`config.mk`:
```
export PLATFORM = sky130hd
export DESIGN_NAME = pipe_stage_reg
export DESIGN_NICKNAME = d
export VERILOG_FILES = /design/src/rtl/cpu_pipe_pkg.sv /design/src/rtl/pipe_entry.sv /design/src/rtl/pipe_stage_reg.sv
export SDC_FILE = /design/constraint.sdc
export NUM_CORES = 1
export LEC_CHECK = 0
export CAP_MARGIN = 20
export CELL_PAD_IN_SITES_DETAIL_PLACEMENT = 1
export CELL_PAD_IN_SITES_GLOBAL_PLACEMENT = 1
export CORE_UTILIZATION = 33
export CTS_BUF_LIST = sky130_fd_sc_hd__clkbuf_4 sky130_fd_sc_hd__clkbuf_8 sky130_fd_sc_hd__clkbuf_16
export DETAILED_ROUTE_END_ITERATION = 10
export PLACE_DENSITY_LB_ADDON = 0.05
export SLEW_MARGIN = 20
export SYNTH_ARGS = -nofsm -noshare
export SYNTH_HDL_FRONTEND = slang
export SYNTH_SLANG_ARGS = --single-unit
```
`constraint.sdc`:
```
create_clock -name clk -period 1.8 [get_ports clk]
set_clock_uncertainty 0.05 [all_clocks]
set_input_delay 0.36 -clock clk [delete_from_list [all_inputs] [get_ports clk]]
set_output_delay 0.36 -clock clk [all_outputs]
set_load 0.005 [all_outputs]
```
`src/rtl/cpu_pipe_pkg.sv`:
```
// Shared pipeline-boundary widths and per-boundary ctrl/data layouts for the CPU datapath.
// Stage code packs/unpacks boundary fields by name through these structs.
package cpu_pipe_pkg;

  localparam int unsigned DEFAULT_DATA_W = 32;
  localparam int unsigned DEFAULT_CTRL_W = 8;
  // Wide enough for main + skid entry (0..2).
  localparam int unsigned OCC_W          = 2;

  typedef enum logic [1:0] {
    WbAlu  = 2'd0,
    WbMem  = 2'd1,
    WbPc4  = 2'd2,
    WbNone = 2'd3
  } wb_sel_e;

  // IF/ID
  typedef struct packed {
    logic       pred_taken;
    logic       is_compressed;
    logic [5:0] rsvd;
  } if_id_ctrl_t;

  typedef struct packed {
    logic [31:0] pc;
    logic [31:0] instr;
  } if_id_data_t;

  // ID/EX
  typedef struct packed {
    logic       reg_we;
    logic       mem_re;
    logic       mem_we;
    wb_sel_e    wb_sel;
    logic [3:0] alu_op;
    logic       alu_src;
    logic       branch;
  } id_ex_ctrl_t;

  typedef struct packed {
    logic [31:0] pc;
    logic [31:0] rs1_val;
    logic [31:0] rs2_val;
    logic [31:0] imm;
    logic [4:0]  rd;
  } id_ex_data_t;

  // EX/MEM
  typedef struct packed {
    logic       reg_we;
    logic       mem_re;
    logic       mem_we;
    wb_sel_e    wb_sel;
    logic [1:0] mem_size;
  } ex_mem_ctrl_t;

  typedef struct packed {
    logic [31:0] alu_res;
    logic [31:0] store_data;
    logic [31:0] pc_plus4;
    logic [4:0]  rd;
  } ex_mem_data_t;

  // MEM/WB
  typedef struct packed {
    logic    reg_we;
    wb_sel_e wb_sel;
  } mem_wb_ctrl_t;

  typedef struct packed {
    logic [31:0] alu_res;
    logic [31:0] mem_rdata;
    logic [31:0] pc_plus4;
    logic [4:0]  rd;
  } mem_wb_data_t;

  localparam int unsigned IF_ID_CTRL_W  = $bits(if_id_ctrl_t);
  localparam int unsigned IF_ID_DATA_W  = $bits(if_id_data_t);
  localparam int unsigned ID_EX_CTRL_W  = $bits(id_ex_ctrl_t);
  localparam int unsigned ID_EX_DATA_W  = $bits(id_ex_data_t);
  localparam int unsigned EX_MEM_CTRL_W = $bits(ex_mem_ctrl_t);
  localparam int unsigned EX_MEM_DATA_W = $bits(ex_mem_data_t);
  localparam int unsigned MEM_WB_CTRL_W = $bits(mem_wb_ctrl_t);
  localparam int unsigned MEM_WB_DATA_W = $bits(mem_wb_data_t);

endpackage

```
`src/rtl/pipe_entry.sv`:
```
// Single valid+ctrl+data boundary register with load/clear/flush.
// Ctrl is zero whenever the entry is empty; data is held on clear, zeroed on flush/reset.
module pipe_entry
  import cpu_pipe_pkg::*;
#(
  parameter int unsigned DATA_W = DEFAULT_DATA_W,
  parameter int unsigned CTRL_W = DEFAULT_CTRL_W
) (
  input  logic              clk_i,
  input  logic              rst_i,
  input  logic              flush_i,
  input  logic              load_i,
  input  logic              clear_i,
  input  logic [CTRL_W-1:0] ctrl_i,
  input  logic [DATA_W-1:0] data_i,
  output logic              valid_o,
  output logic [CTRL_W-1:0] ctrl_o,
  output logic [DATA_W-1:0] data_o
);

  logic              valid_d, valid_q;
  logic [CTRL_W-1:0] ctrl_d, ctrl_q;
  logic [DATA_W-1:0] data_d, data_q;

  always_comb begin
    valid_d = valid_q;
    ctrl_d  = ctrl_q;
    data_d  = data_q;
    if (flush_i) begin
      valid_d = 1'b0;
      ctrl_d  = '0;
      data_d  = '0;
    end else if (load_i) begin
      valid_d = 1'b1;
      ctrl_d  = ctrl_i;
      data_d  = data_i;
    end else if (clear_i) begin
      valid_d = 1'b0;
      ctrl_d  = '0;
    end
  end

  always_ff @(posedge clk_i) begin
    if (rst_i) begin
      valid_q <= 1'b0;
      ctrl_q  <= '0;
      data_q  <= '0;
    end else begin
      valid_q <= valid_d;
      ctrl_q  <= ctrl_d;
      data_q  <= data_d;
    end
  end

  assign valid_o = valid_q;
  assign ctrl_o  = ctrl_q;
  assign data_o  = data_q;

endmodule

```
`src/rtl/pipe_stage_reg.sv`:
```
// Valid/ready pipeline-boundary register with optional skid entry and single-cycle flush.
// SKID=1 registers in_ready; SKID=0 is a single entry with combinational ready.
module pipe_stage_reg
  import cpu_pipe_pkg::*;
#(
  parameter int unsigned DATA_W = DEFAULT_DATA_W,
  parameter int unsigned CTRL_W = DEFAULT_CTRL_W,
  parameter int unsigned SKID   = 1
) (
  input  logic              clk,
  input  logic              rst,
  input  logic              flush,
  input  logic              in_valid,
  output logic              in_ready,
  input  logic [CTRL_W-1:0] in_ctrl,
  input  logic [DATA_W-1:0] in_data,
  output logic              out_valid,
  input  logic              out_ready,
  output logic [CTRL_W-1:0] out_ctrl,
  output logic [DATA_W-1:0] out_data,
  output logic [OCC_W-1:0]  occupancy
);

  logic              m_valid, s_valid;
  logic [CTRL_W-1:0] m_ctrl, s_ctrl;
  logic [DATA_W-1:0] m_data, s_data;

  logic              in_fire, out_fire, m_take;
  logic              m_load, m_clear, s_load, s_clear;
  logic [CTRL_W-1:0] m_src_ctrl;
  logic [DATA_W-1:0] m_src_data;

  logic [OCC_W-1:0]  occ_d, occ_q;

  assign in_fire  = in_valid & in_ready;
  assign out_fire = m_valid & out_ready;

  always_comb begin
    m_take  = ~m_valid | out_fire;
    m_load  = 1'b0;
    m_clear = 1'b0;
    s_load  = 1'b0;
    s_clear = 1'b0;
    if (SKID != 0) begin
      // S always drains into M before new input so ordering stays FIFO.
      if (m_take) begin
        m_load  = s_valid | in_fire;
        m_clear = ~(s_valid | in_fire);
        s_clear = s_valid;
      end
      s_load = in_fire & ~m_take;
    end else begin
      m_load  = in_fire;
      m_clear = out_fire & ~in_fire;
    end
    m_src_ctrl = s_valid ? s_ctrl : in_ctrl;
    m_src_data = s_valid ? s_data : in_data;
  end

  pipe_entry #(
    .DATA_W (DATA_W),
    .CTRL_W (CTRL_W)
  ) u_main (
    .clk_i   (clk),
    .rst_i   (rst),
    .flush_i (flush),
    .load_i  (m_load),
    .clear_i (m_clear),
    .ctrl_i  (m_src_ctrl),
    .data_i  (m_src_data),
    .valid_o (m_valid),
    .ctrl_o  (m_ctrl),
    .data_o  (m_data)
  );

  if (SKID != 0) begin : g_skid
    assign in_ready = ~s_valid;

    pipe_entry #(
      .DATA_W (DATA_W),
      .CTRL_W (CTRL_W)
    ) u_skid (
      .clk_i   (clk),
      .rst_i   (rst),
      .flush_i (flush),
      .load_i  (s_load),
      .clear_i (s_clear),
      .ctrl_i  (in_ctrl),
      .data_i  (in_data),
      .valid_o (s_valid),
      .ctrl_o  (s_ctrl),
      .data_o  (s_data)
    );
  end else begin : g_no_skid
    assign in_ready = out_ready | ~m_valid;
    assign s_valid  = 1'b0;
    assign s_ctrl   = '0;
    assign s_data   = '0;

    logic unused_skid_ctrl;
    assign unused_skid_ctrl = s_load ^ s_clear;
  end

  always_comb begin
    occ_d = occ_q;
    if (in_fire && !out_fire) begin
      occ_d = occ_q + OCC_W'(1);
    end else if (!in_fire && out_fire) begin
      occ_d = occ_q - OCC_W'(1);
    end
  end

  always_ff @(posedge clk) begin
    if (rst || flush) begin
      occ_q <= '0;
    end else begin
      occ_q <= occ_d;
    end
  end

  assign out_valid = m_valid;
  assign out_ctrl  = m_ctrl;
  assign out_data  = m_data;
  assign occupancy = occ_q;

endmodule

```
==> results.md <==
### Timing
* 0 — number of failing setup endpoints in the final timing report
* 63.0% — worst rel slew slack
* 1.69 ns — fin crit period
* 94.1% — share of the clock period used by the worst path
* no — unrepaired setup endpoints after global routing
* 0.554 ns — Tightest Pin Transition
* 0 — final hold vios
* 590 MHz — highest clock rate
* 0 — Final Slew Violations

### Logic synthesis
* 0% — async set or reset register ratio after synthesis
* 0 — Syn. warnings
* 48.1% — fraction of the yosys area taken by sequential cells
* sky130_fd_sc_hd__dfxtp_1, sky130_fd_sc_hd__mux2i_1, sky130_fd_sc_hd__a211oi_2 — cell types with the largest area share after synthesis
* 0.00350 mm2 — cell area after technology mapping
* sky130_fd_sc_hd__dfxtp_1 — cell type with the highest aggregate area in the netlist
* 402 — syn_nets
* 48.1% — fraction of synthesized cell area taken by the top area cell type
* 0 — number of synthesized flops with an enable pin
* 26 — number of distinct library cell variants in the gate-level netlist after synthesis
* 356 — Syn Inst Count
* sky130_fd_sc_hd__dfxtp_1, sky130_fd_sc_hd__a21oi_1, sky130_fd_sc_hd__nand2_1 — top cells by count, synth
* sky130_fd_sc_hd__dfxtp_1 — most frequently used cell type in the post-synthesis netlist
* 9.83 um2 — syn_area_per_cell
* sky130_fd_sc_hd__dfxtp_1 — leading register cell type out of synthesis
* 84 — #FFs+latches synth

### Drt
* 0 — DRC violation count after routing
* 2945 — via count
* 9360 um — routed wire length
* 16.0 um — detail-routed net length per standard cell
* 4 — first drt pass iteration count
* 5.02 — via-per-instance ratio
* 0 — Antenna Violating Nets Remaining
* 36 — First DRT Iteration DRCs

### Finish
* 1163 — Filler Cells Inserted
* 17.5% — layout cell share with drive strength beyond 1
* 46.6% — final core utilization
* 587 — number of standard cells in the final layout excluding fillers
* 0.00168 mm2 — Storage cell area
* 492 — post-layout net count
* 0 — number of antenna repair diodes
* 0.00481 mm2 — design area
* 0.00167 mm2 — area occupied by multi-input gates
* 37.3% — Layout area overhead

### Critical path
* 1.39 ns — worst path required time
* primary output — kind of end point of the critical path
* 1.28 ns — Arr. time, crit path
* flop — element type at the critical path start
* 0.49 ns — delay contributed by the slowest stage of the critical path
* 9 — worst-path fanout max
* inv_2 -> clkdlybuf4s50_1 — worst-path cell chain
* flop to primary output — kind of critical path
* sky130_fd_sc_hd__clkdlybuf4s50_1 — master of the slowest instance on the critical path

### CTS
* 9 — clock buffers created by TritonCTS
* 0 — post-CTS setup buffer count
* 0 — Post-CTS Hold Buffers
* 0.09 ns — clk slew on worst S/H paths
* done — TritonCTS clock tree
* sky130_fd_sc_hd__clkbuf_8 — cell at the root of the clock tree
* 0.35 ns — Skew-Pair Late Insertion Delay
* 84 — CTS Sinks
* 3 — H-tree level count
* 2 — buffers from clock root to sink, at most

### Global route
* 50 — pin count of the biggest net entering global routing
* 0 — antenna violations before repair
* 0 — GR Overflow Total
* 3079 — number of global-route vias before repair
* 15600 um — first-pass GRT wire length
* 17.9% — overall routing resource usage

### Power and ir drop
* 1.54 nW — static leakage power
* 13.1% — fraction of power consumed by combinational cells
* 0.962 mW — P_sw
* 2.73 mW — internal cell power
* 34.6% — clock network fraction of total power
* 3.69 mW — Final Total Pwr
* 52.4% — sequential power share
* 26.1% — switching portion of total power
* 414 uV — worst vdd rail ir drop
* 767 mW/mm2 — PwrDens

### Floorplan
* 0.0103 mm2 — area of the core
* 33.9% — initial core utilization
* 89 — number of primary I/O pins
* 37 — standard-cell row count
* 105 um — floorplan die width
* 0.0110 mm2 — die footprint
* 105 um — die outline height

### Placement
* 88 — Port-buffer cells
* 0.00462 mm2 — instance area at placement
* 6220 um — half-perimeter wire length after placement
* 571 — Cells after DPL
* 0.714 — Final GP Congestion

### Run
* 0 — max cap viols

### Outcome
* complete, no violations — status

### Worst hold path
* flop to flop — Tightest Hold Check Type

[routing by layer]
metal	vias to the layer above	part of all wire, %	track usage, %
met3	10	3.1	3.99
met1	1446	47	23.3
met2	51	48	29.8
li1	1438	-	-
met5	-	0	0
met4	0	0.99	4.83
[placed cells by master (no fill, tap or decap), types with 2 or more instances in the layout]
| cell | Yosys | final |
|---|---|---|
| sky130_fd_sc_hd__a211oi_1 | 2 | 2 |
| sky130_fd_sc_hd__a211oi_2 | 31 | 31 |
| sky130_fd_sc_hd__a21oi_1 | 66 | 66 |
| sky130_fd_sc_hd__a22o_1 | 8 | 8 |
| sky130_fd_sc_hd__buf_12 | 0 | 3 |
| sky130_fd_sc_hd__buf_4 | 0 | 21 |
| sky130_fd_sc_hd__clkbuf_8 | 0 | 10 |
| sky130_fd_sc_hd__clkdlybuf4s50_1 | 0 | 88 |
| sky130_fd_sc_hd__clkinv_4 | 0 | 2 |
| sky130_fd_sc_hd__clkinvlp_4 | 0 | 2 |
| sky130_fd_sc_hd__dfxtp_1 | 84 | 82 |
| sky130_fd_sc_hd__dfxtp_2 | 0 | 2 |
| sky130_fd_sc_hd__mux2i_1 | 40 | 40 |
| sky130_fd_sc_hd__nand2_1 | 65 | 65 |
| sky130_fd_sc_hd__nor2_1 | 4 | 4 |
| sky130_fd_sc_hd__o2bb2ai_1 | 8 | 8 |
| sky130_fd_sc_hd__xor2_1 | 2 | 2 |
[layout make-up]
cell class | count | area share, %
Tap cell | 136 | 3.54
Timing Repair Buffer | 112 | 22.9
Multi-Input combinational cell | 238 | 34.7
Inverter | 1 | 0.0781
Clock inverter | 5 | 0.781
Clock buffer | 11 | 3.02
Sequential cell | 84 | 35.0
[critical path: cells and delay by family (launching register included)]
family                 cells  cell delay, ns
buffers and inverters      2            0.55
flip-flops                 1            0.39
[flip-flops by register name, summed over array words and instances (netlist names)]
name and flops:
g_skid.u_skid.valid_o 1, g_skid.u_skid.data_o 32, u_main.data_o 32, g_skid.u_skid.ctrl_o 8, occupancy 2, u_main.ctrl_o 8
u_main.valid_o 1
[per-stage QoR]
stage / setup TNS, ns / hold WS [ns] / setup WS [ns]
detailed placement: -8.77 / 0.397 / -0.166
finish: 0 / 0.411 / 0.106
global placement: -6.52 / 0.391 / -0.119
CTS: 0 / 0.413 / 0.0814
floorplan: 0 / 0.386 / 0.120
global route: 0 / 0.427 / 0.0416
[kinds of logic (layout without fill, tap and decap cells)]
| group | Yosys count | count (layout) | share of synthesized area, % |
|---|---|---|---|
| XOR/XNOR | 2 | 2 | 0.501 |
| AND/OR/NAND/NOR | 79 | 79 | 9.51 |
| AO/OA/AOI/OAI | 116 | 116 | 25.1 |
| flip-flops | 84 | 84 | 48.1 |
| buffers and inverters | 34 | 129 | 5.04 |
| multiplexers | 40 | 40 | 11.4 |
| adder cells (fa/ha/maj) | 1 | 1 | 0.357 |
[power groups by stage]
stage          Clock, mW  Combinational, mW  Sequential (mW)
5_1_grt             1.40              0.523             1.94
4_1_cts             1.32              0.490             1.93
3_3_place_gp           0              0.481             1.97
2_1_floorplan          0              0.215             1.97
6_report            1.27              0.482             1.93
3_5_place_dp           0              0.488             1.97
[timing repair]
item | in CTS | in global routing
endpoints found under the setup margin | 1 | 0
hold endpoints to repair | 0 | 0
gates resized for setup | 1 | 0
[worst paths after layout]
| kind | startpoint | slack, ns | end | depth (start not counted) |
|---|---|---|---|---|
| setup / recovery | g_skid.u_skid.valid_o | 0.11 | in_ready | 2 |
| hold / removal | g_skid.u_skid.data_o[5] | 0.41 | g_skid.u_skid.data_o[5] | 2 |
| setup reg to reg | g_skid.u_skid.valid_o | 0.27 | u_main.data_o[21] | 3 |
| hold reg to reg | g_skid.u_skid.data_o[5] | 0.41 | g_skid.u_skid.data_o[5] | 2 |
Note: power is estimated with default switching activity, not from simulation.
